<file path="src/rtl/div_unit.sv">
`default_nettype none
// ============================================================================
// Module   : div_unit
// Brief    : Iterative signed 32-bit restoring divider. Takes operands on a
//            start pulse, runs one quotient bit per cycle for 32 cycles, then
//            applies signs and presents quotient (lo) and remainder (hi) with
//            a one-cycle done strobe. A zero divisor raises a one-cycle
//            exception strobe instead of starting.
// Revision : 1.0 - initial release
// ============================================================================
module div_unit (
    input  logic        clk,
    input  logic        reset,
    input  logic        div_start,
    input  logic [31:0] a,
    input  logic [31:0] b,
    output logic [31:0] hi,
    output logic [31:0] lo,
    output logic        busy,
    output logic        div_end,
    output logic        div_zero
);

    // ------------------------------------------------------------------------
    // State encoding
    // ------------------------------------------------------------------------
    localparam logic [1:0] c_ST_IDLE   = 2'd0;
    localparam logic [1:0] c_ST_RUN    = 2'd1;
    localparam logic [1:0] c_ST_FIX    = 2'd2;

    // Counter value on the 32nd (final) restoring step.
    localparam logic [4:0] c_LAST_STEP = 5'd31;

    // ------------------------------------------------------------------------
    // Declarations
    // ------------------------------------------------------------------------
    logic [1:0]  r_state;
    logic [1:0]  w_state_nxt;

    logic        w_accept;      // start accepted with a non-zero divisor
    logic        w_zero_req;    // start requested with a zero divisor
    logic        w_step;        // perform one restoring step this cycle
    logic        w_fix;         // apply signs and publish result this cycle

    logic [31:0] r_qreg;        // dividend magnitude shifting out, quotient in
    logic [31:0] r_div;         // divisor magnitude
    logic [31:0] r_rem;         // partial remainder (always < r_div)
    logic [4:0]  r_cnt;         // restoring step counter
    logic        r_sign_q;      // quotient must be negated
    logic        r_sign_r;      // remainder must be negated

    logic [31:0] r_hi;
    logic [31:0] r_lo;
    logic        r_busy;
    logic        r_div_end;
    logic        r_div_zero;

    logic [31:0] w_a_mag;
    logic [31:0] w_b_mag;
    logic [32:0] w_trial;
    logic        w_fits;
    logic [31:0] w_diff;
    logic [31:0] w_q_signed;
    logic [31:0] w_r_signed;

    // ------------------------------------------------------------------------
    // Operand magnitudes. 0x80000000 maps onto itself, which is the correct
    // unsigned magnitude, so no special case is needed for the most
    // negative value.
    // ------------------------------------------------------------------------
    assign w_a_mag = a[31] ? (~a + 32'd1) : a;
    assign w_b_mag = b[31] ? (~b + 32'd1) : b;

    // ------------------------------------------------------------------------
    // Restoring step. Because the partial remainder is kept below the divisor,
    // the shifted trial value is below 2*divisor, so any successful difference
    // fits in 32 bits and only the comparison needs the 33rd bit.
    // ------------------------------------------------------------------------
    assign w_trial = {r_rem, r_qreg[31]};
    assign w_fits  = (w_trial >= {1'b0, r_div});
    assign w_diff  = w_trial[31:0] - r_div;

    // Sign fix-up: quotient truncates toward zero, remainder follows dividend.
    assign w_q_signed = r_sign_q ? (32'd0 - r_qreg) : r_qreg;
    assign w_r_signed = r_sign_r ? (32'd0 - r_rem)  : r_rem;

    // ------------------------------------------------------------------------
    // FSM state register.
    // ------------------------------------------------------------------------
    always_ff @(posedge clk) begin
        if (reset) begin
            r_state <= c_ST_IDLE;
        end else begin
            r_state <= w_state_nxt;
        end
    end

    // Next-state logic and per-cycle datapath controls.
    always_comb begin
        w_state_nxt = r_state;
        w_accept    = 1'b0;
        w_zero_req  = 1'b0;
        w_step      = 1'b0;
        w_fix       = 1'b0;
        case (r_state)
            c_ST_IDLE: begin
                if (div_start) begin
                    if (b == 32'd0) begin
                        w_zero_req = 1'b1;
                    end else begin
                        w_accept    = 1'b1;
                        w_state_nxt = c_ST_RUN;
                    end
                end
            end
            c_ST_RUN: begin
                w_step = 1'b1;
                if (r_cnt == c_LAST_STEP) begin
                    w_state_nxt = c_ST_FIX;
                end
            end
            c_ST_FIX: begin
                w_fix       = 1'b1;
                w_state_nxt = c_ST_IDLE;
            end
            default: begin
                w_state_nxt = c_ST_IDLE;
            end
        endcase
    end

    // Iteration datapath: operand capture, restoring steps, step counter.
    always_ff @(posedge clk) begin
        if (reset) begin
            r_qreg   <= 32'd0;
            r_div    <= 32'd0;
            r_rem    <= 32'd0;
            r_cnt    <= 5'd0;
            r_sign_q <= 1'b0;
            r_sign_r <= 1'b0;
        end else if (w_accept) begin
            r_qreg   <= w_a_mag;
            r_div    <= w_b_mag;
            r_rem    <= 32'd0;
            r_cnt    <= 5'd0;
            r_sign_q <= a[31] ^ b[31];
            r_sign_r <= a[31];
        end else if (w_step) begin
            r_qreg <= {r_qreg[30:0], w_fits};
            r_rem  <= w_fits ? w_diff : w_trial[31:0];
            r_cnt  <= r_cnt + 5'd1;
        end
    end

    // Registered outputs: result, strobes and busy. Busy covers the strobe
    // cycle and drops on the edge after it, unless a new start arrives then.
    always_ff @(posedge clk) begin
        if (reset) begin
            r_hi       <= 32'd0;
            r_lo       <= 32'd0;
            r_busy     <= 1'b0;
            r_div_end  <= 1'b0;
            r_div_zero <= 1'b0;
        end else begin
            r_div_end  <= 1'b0;
            r_div_zero <= w_zero_req;
            if (r_div_end) begin
                r_busy <= 1'b0;
            end
            if (w_accept) begin
                r_busy <= 1'b1;
            end
            if (w_fix) begin
                r_lo      <= w_q_signed;
                r_hi      <= w_r_signed;
                r_div_end <= 1'b1;
            end
        end
    end

    assign hi       = r_hi;
    assign lo       = r_lo;
    assign busy     = r_busy;
    assign div_end  = r_div_end;
    assign div_zero = r_div_zero;

endmodule
`default_nettype wire

</file>
<file path="config.mk">
export PLATFORM = sky130hd
export DESIGN_NAME = div_unit
export DESIGN_NICKNAME = d
export VERILOG_FILES = /design/src/rtl/div_unit.sv
export SDC_FILE = /design/constraint.sdc
export NUM_CORES = 1
export LEC_CHECK = 0
export ABC_AREA = 1
export CAP_MARGIN = 20
export CORE_UTILIZATION = 53
export DETAILED_ROUTE_END_ITERATION = 7
export HOLD_SLACK_MARGIN = 0.06
export PLACE_DENSITY = 0.75
export SLEW_MARGIN = 0
export SYNTH_ARGS = -nofsm -noshare
export SYNTH_HDL_FRONTEND = slang
export SYNTH_SLANG_ARGS = --single-unit
</file>
<file path="constraint.sdc">
create_clock -name clk -period 2.9 [get_ports clk]
set_input_delay 0.435 -clock clk [delete_from_list [all_inputs] [get_ports clk]]
set_output_delay 0.435 -clock clk [all_outputs]
set_load 0.05 [all_outputs]
</file>
* Yosys cells after proc, flatten, opt, wreduce, memory -nomap -nowiden
Cells that the tools add are included.
** Word-level totals
- Bits in registers :: 172
- Output and inout bits :: 67
- Logic and storage cells :: 57
** Cells by class
- Muxes and demuxes :: 20
- Add/sub/neg operators :: 6
- Equal/unequal tests :: 6
- $lt $le $gt $ge :: 1
- Bitwise operators :: 5
- Reductions and logical operators :: 7
** Operators by type and width (count)
- $mux W32 :: 7
- $add A32 B1 Y32 const B :: 2
- $not A32 Y32 :: 2
- $sub A1 B32 Y32 const A :: 2
- $ge A33 B32 Y1 :: 1
- $logic_not A32 Y1 :: 1
- $sub A32 B32 Y32 :: 1
- $mux W1 :: 9
- $mux W2 :: 3
- $ne A2 B2 Y1 const B :: 3
- $add A5 B1 Y5 const B :: 1
- $eq A5 B5 Y1 const B :: 1
- $pmux W2 S2 :: 1
- $reduce_bool A2 Y1 :: 2
- $reduce_and A3 Y1 :: 1
- $reduce_or A3 Y1 :: 1
- $eq A2 B1 Y1 const B :: 1
- $eq A2 B2 Y1 const B :: 1
- $logic_not A2 Y1 :: 1
- $not A1 Y1 :: 2
- $reduce_or A2 Y1 :: 1
- $xor A1 B1 Y1 :: 1

* Depth between registers and ports, before layout
- Depth in word-level cells :: 5
- Depth in mapped cells :: 16

* Worst setup path after synthesis
No wires, ideal clock.
- Kind :: register to register
- Start :: register r_qreg[31]
- End :: register r_rem[28]
- Slack :: 0.927 ns
- Arrival time :: 1.903 ns
- Required time :: 2.830 ns
- Stages on the path, launching flop included :: 17
- Buffers on the path :: 0
- Path through :: dfxtp_1 inv_1 ha_1 fa_1 inv_1 nand3_1 nand3_1 nand2_1 nand2_1 nand2_1 nand2_1 nand2_1 nand2_1 nand2_1 nand3_1 nand2_1 a21oi_1
** Between the ends
- Cells in the longest elaborated chain, start to end :: 2
- Elaborated cells on any way between the ends :: 3
** Ends and longest elaborated chain
- start: declaration :: line 45 : logic [31:0] r_qreg;
- start signal: assignment :: line 142 : r_qreg <= w_a_mag;
- start signal: assignment :: line 149 : r_qreg <= {r_qreg[30:0], w_fits};
- $sub A32 B32 Y32 / $ge A33 B32 Y1 (equally long branches) :: line 81, 80
- $mux W32 (*) :: line 150 : r_rem <= w_fits ? w_diff : w_trial[31:0];
- end signal: assignment :: line 150
- end: declaration :: line 47 : logic [31:0] r_rem;
Mark *: on every way between the ends. The rest lies on a longest branch, timed or not.
A chain may end at the register's enable or synchronous reset.

* Final worst setup path
- Start :: register r_rem[10]
- End :: register r_rem[28]
** Between the ends
- Cells in the longest elaborated chain, start to end :: 2
- Elaborated cells on any way between the ends :: 3
** Ends and longest elaborated chain (line)
- $sub A32 B32 Y32 / $ge A33 B32 Y1 (equally long branches) :: 81, 80
- $mux W32 (*) :: 150
Marked as above.

==> impl_metrics.ini <==
[sta]
timing.fmax_mhz = 374
fin_crit_sh_pct = 92.3
relSlewSlack_pct = 51.7
hold_violations = 0
rsz0062_at_grt = no
worst_slack_ns = 0.223
fin_crit_ns = 2.68
slew_violations = 0
worst_pin_slew_ns = 0.723
fin_tns_setup_ns = 0
setup_viol = 0
skew_ns = 0.0125

[power_and_ir_drop]
internal-power_w = 0.00437
power_leakage_nw = 7.12
pwr-share-comb_pct = 25.0
net-switching-power_w = 0.00225
power_frac_seq_pct = 38.3
p_per_area_mw_per_mm2 = 445
pwr-share-clk_pct = 36.7
design_power_total_w = 0.00662
switching_share_pct = 34.0
irDropWorstVdd_v = 0.000422

[logic_synthesis]
ys_seq_elements = 172
synthArstFlopShare_pct = 0
ys_seq_area_share_pct = 27.2
syn_inst = 2108
synth_flop_cell = dfxtp_1
synth_area_mm2 = 0.0127
yosys_warnings = 0
synth.distinct_cells = 43
synth_area_per_cell_um2 = 6.01
syn-num-nets = 2214
synth-edff-count = 0

[placed_design]
place_area_mm2 = 0.0143
hpwl_um = 32400
placed_cells = 2508
io_buffers = 133
post-place-ws_ns = 0.290
place_congestion = 0.990

[floorplanning]
die-height_um = 157
start_util_pct = 53.9
core.rowCount = 56
core_mm2 = 0.0235
pin_count = 134
die_w_um = 157
die-area_mm2 = 0.0245

[detailed_routing]
vias_per_cell = 5.47
wl_um = 41700
drt-initial-drc-count = 1194
dr.pass1.iters = 6
vias = 13892
ant_nets = 0
wl_met1_um = 18500
wl_met3_um = 2530
wl_per_cell_um = 16.4
wl_met2_um = 19300
drc = 0
topRoutingLayerUsed = met4

[clock_tree]
ctsHoldBuffers = 0
cts_setup_buffers = 0
ctsResizeCount = 0
clk_path_buf_depth = 2
clockRootBuffer = clkbuf_16
clk_latency_ns = 0.44
cts_sinks = 172
cts_tree = built
cts.clk_slew.worst_paths_ns = 0.07
numCtsBuffers = 17
htree_levels = 4

[grt]
grt_overflow = 0
grt_pass1_wl_um = 65900
antenna_found_initial = 0
grt_pass1_vias = 12523
track_usage_pct = 34.6
grt_max_degree = 105

[setup_path]
crit_arrival_ns = 3.04
worstPathRequired_ns = 3.27
reg2regPathDepth = 13
critPathMaxFanout = 33
startpoint_type = flop
crit_path_end_kind = flop
worstSetupStartpoint = r_rem[10]
worstSetupPathType = flop to flop
timing.rr.start = r_rem[10]

[worst_hold_path]
holdCritStartpoint = busy
hp-class = flop to flop
whs_path_depth = 2

[final_layout]
num_antenna_cells = 0
design_area_mm2 = 0.0149
drive_gt1_share_pct = 4.86
finalNonFillerCells = 2539
fin_nets = 2314
syn2layout_area_growth_pct = 17.5

[flow_run]
drv_cap = 0

[outcome]
status = complete, no violations
## critical path, cell delays in order (launching register included)
cell and delay (ns):
dfxtp_1 0.65, ha_1 0.32, nand2_1 0.15, nor2_1 0.30, nand2_1 0.13, clkinv_1 0.06, nand2_1 0.07, nand2_2 0.09
nand2_4 0.06, nand2_4 0.28, nand2_2 0.19, nand2_1 0.10, nand2_1 0.05, a21oi_1 0.15
## state kept, by name, summed over array words and instances, names as in the netlist
register	flops
r_sign_r	1
lo	32
busy	1
r_state	2
div_zero	1
r_qreg	32
r_div	32
r_cnt	5
div_end	1
hi	32
r_rem	32
r_sign_q	1
## Yosys cell counts, types with 22 or more instances
| cell | instances | share of area, % |
|---|---|---|
| nand2_1 | 582 | 17 |
| inv_1 | 305 | 9.0 |
| nor2_1 | 241 | 7.1 |
| dfxtp_1 | 172 | 27 |
| nand3_1 | 159 | 6.3 |
| a21oi_1 | 124 | 4.9 |
| o21ai_0 | 123 | 4.9 |
| xor2_1 | 61 | 4.2 |
| clkbuf_1 | 44 | 1.3 |
| ha_1 | 38 | 3.8 |
| nand4_1 | 30 | 1.5 |
| nor3_1 | 26 | 1.0 |
| xnor2_1 | 26 | 1.8 |
| a31oi_1 | 22 | 1.1 |
## metrics by stage
| stage | utilization (%) | hold WS [ns] |
|---|---|---|
| floorplan | - | 0.432 |
| global placement | 60.8 | 0.453 |
| detailed placement | 60.8 | 0.460 |
| CTS | 63.4 | 0.477 |
| global route | 63.4 | 0.504 |
| finish | 63.4 | 0.472 |
## cell families (layout without fill, tap and decap cells)
group | count (synthesis) | in the layout | synth area share [%]
compound gates | 324 | 324 | 14.1
xor+xnor | 87 | 87 | 6.02
fa+ha+maj | 39 | 39 | 3.91
buf+inv | 396 | 508 | 12.4
flops | 172 | 172 | 27.2
simple gates | 1090 | 1090 | 36.4
## cell usage in the layout, fill, tap and decap left out, drive strengths merged
cell,netlist,layout
buf,33,26
o22ai,6,6
nand3,165,165
nor4,5,5
bufinv,0,3
o21a,2,2
clkinvlp,0,1
a31oi,22,22
dfxtp,172,172
o32ai,2,2
xor2,61,61
and3,2,2
xnor2,26,26
o21ai,132,132
and2,4,4
o221ai,4,4
o31ai,6,6
nand3b,11,11
a21oi,132,132
fa,1,1
o211ai,17,17
ha,38,38
nand2,592,592
clkbuf,44,18
nor2,251,251
a21o,1,1
inv,317,324
nor3b,2,2
clkdlybuf4s50,0,132
clkinv,2,4
nor3,28,28
nand4,30,30
## layout make-up
class	count	area, µm²
inverter	319	1200
multi-input combinational	1540	7660
clock buffer	18	429
clock inverter	13	176
sequential	172	3440
timing repair buffer	158	1580
fill	2316	8590
tap	319	399
## power groups by stage
stage	clock, W	sequential [W]	combinational (W)
2_1_floorplan	0	0.00256	0.00112
3_3_place_gp	0	0.00258	0.00160
3_5_place_dp	0	0.00258	0.00161
4_1_cts	0.00244	0.00253	0.00163
5_1_grt	0.00253	0.00255	0.00183
6_report	0.00243	0.00253	0.00165
## worst paths after layout
check | to | slack [ns]
max | r_rem[28] | 0.22
min | busy | 0.47
max reg2reg | r_rem[28] | 0.22
min reg2reg | busy | 0.47
## routing by layer
layer  vias up  global-route usage, %
met4         0                   12.5
met3        83                   4.15
met1      6361                   46.2
met2       546                   57.2
met5         -                      0
li1       6902                      -
Power figures use the tool's default switching activity.
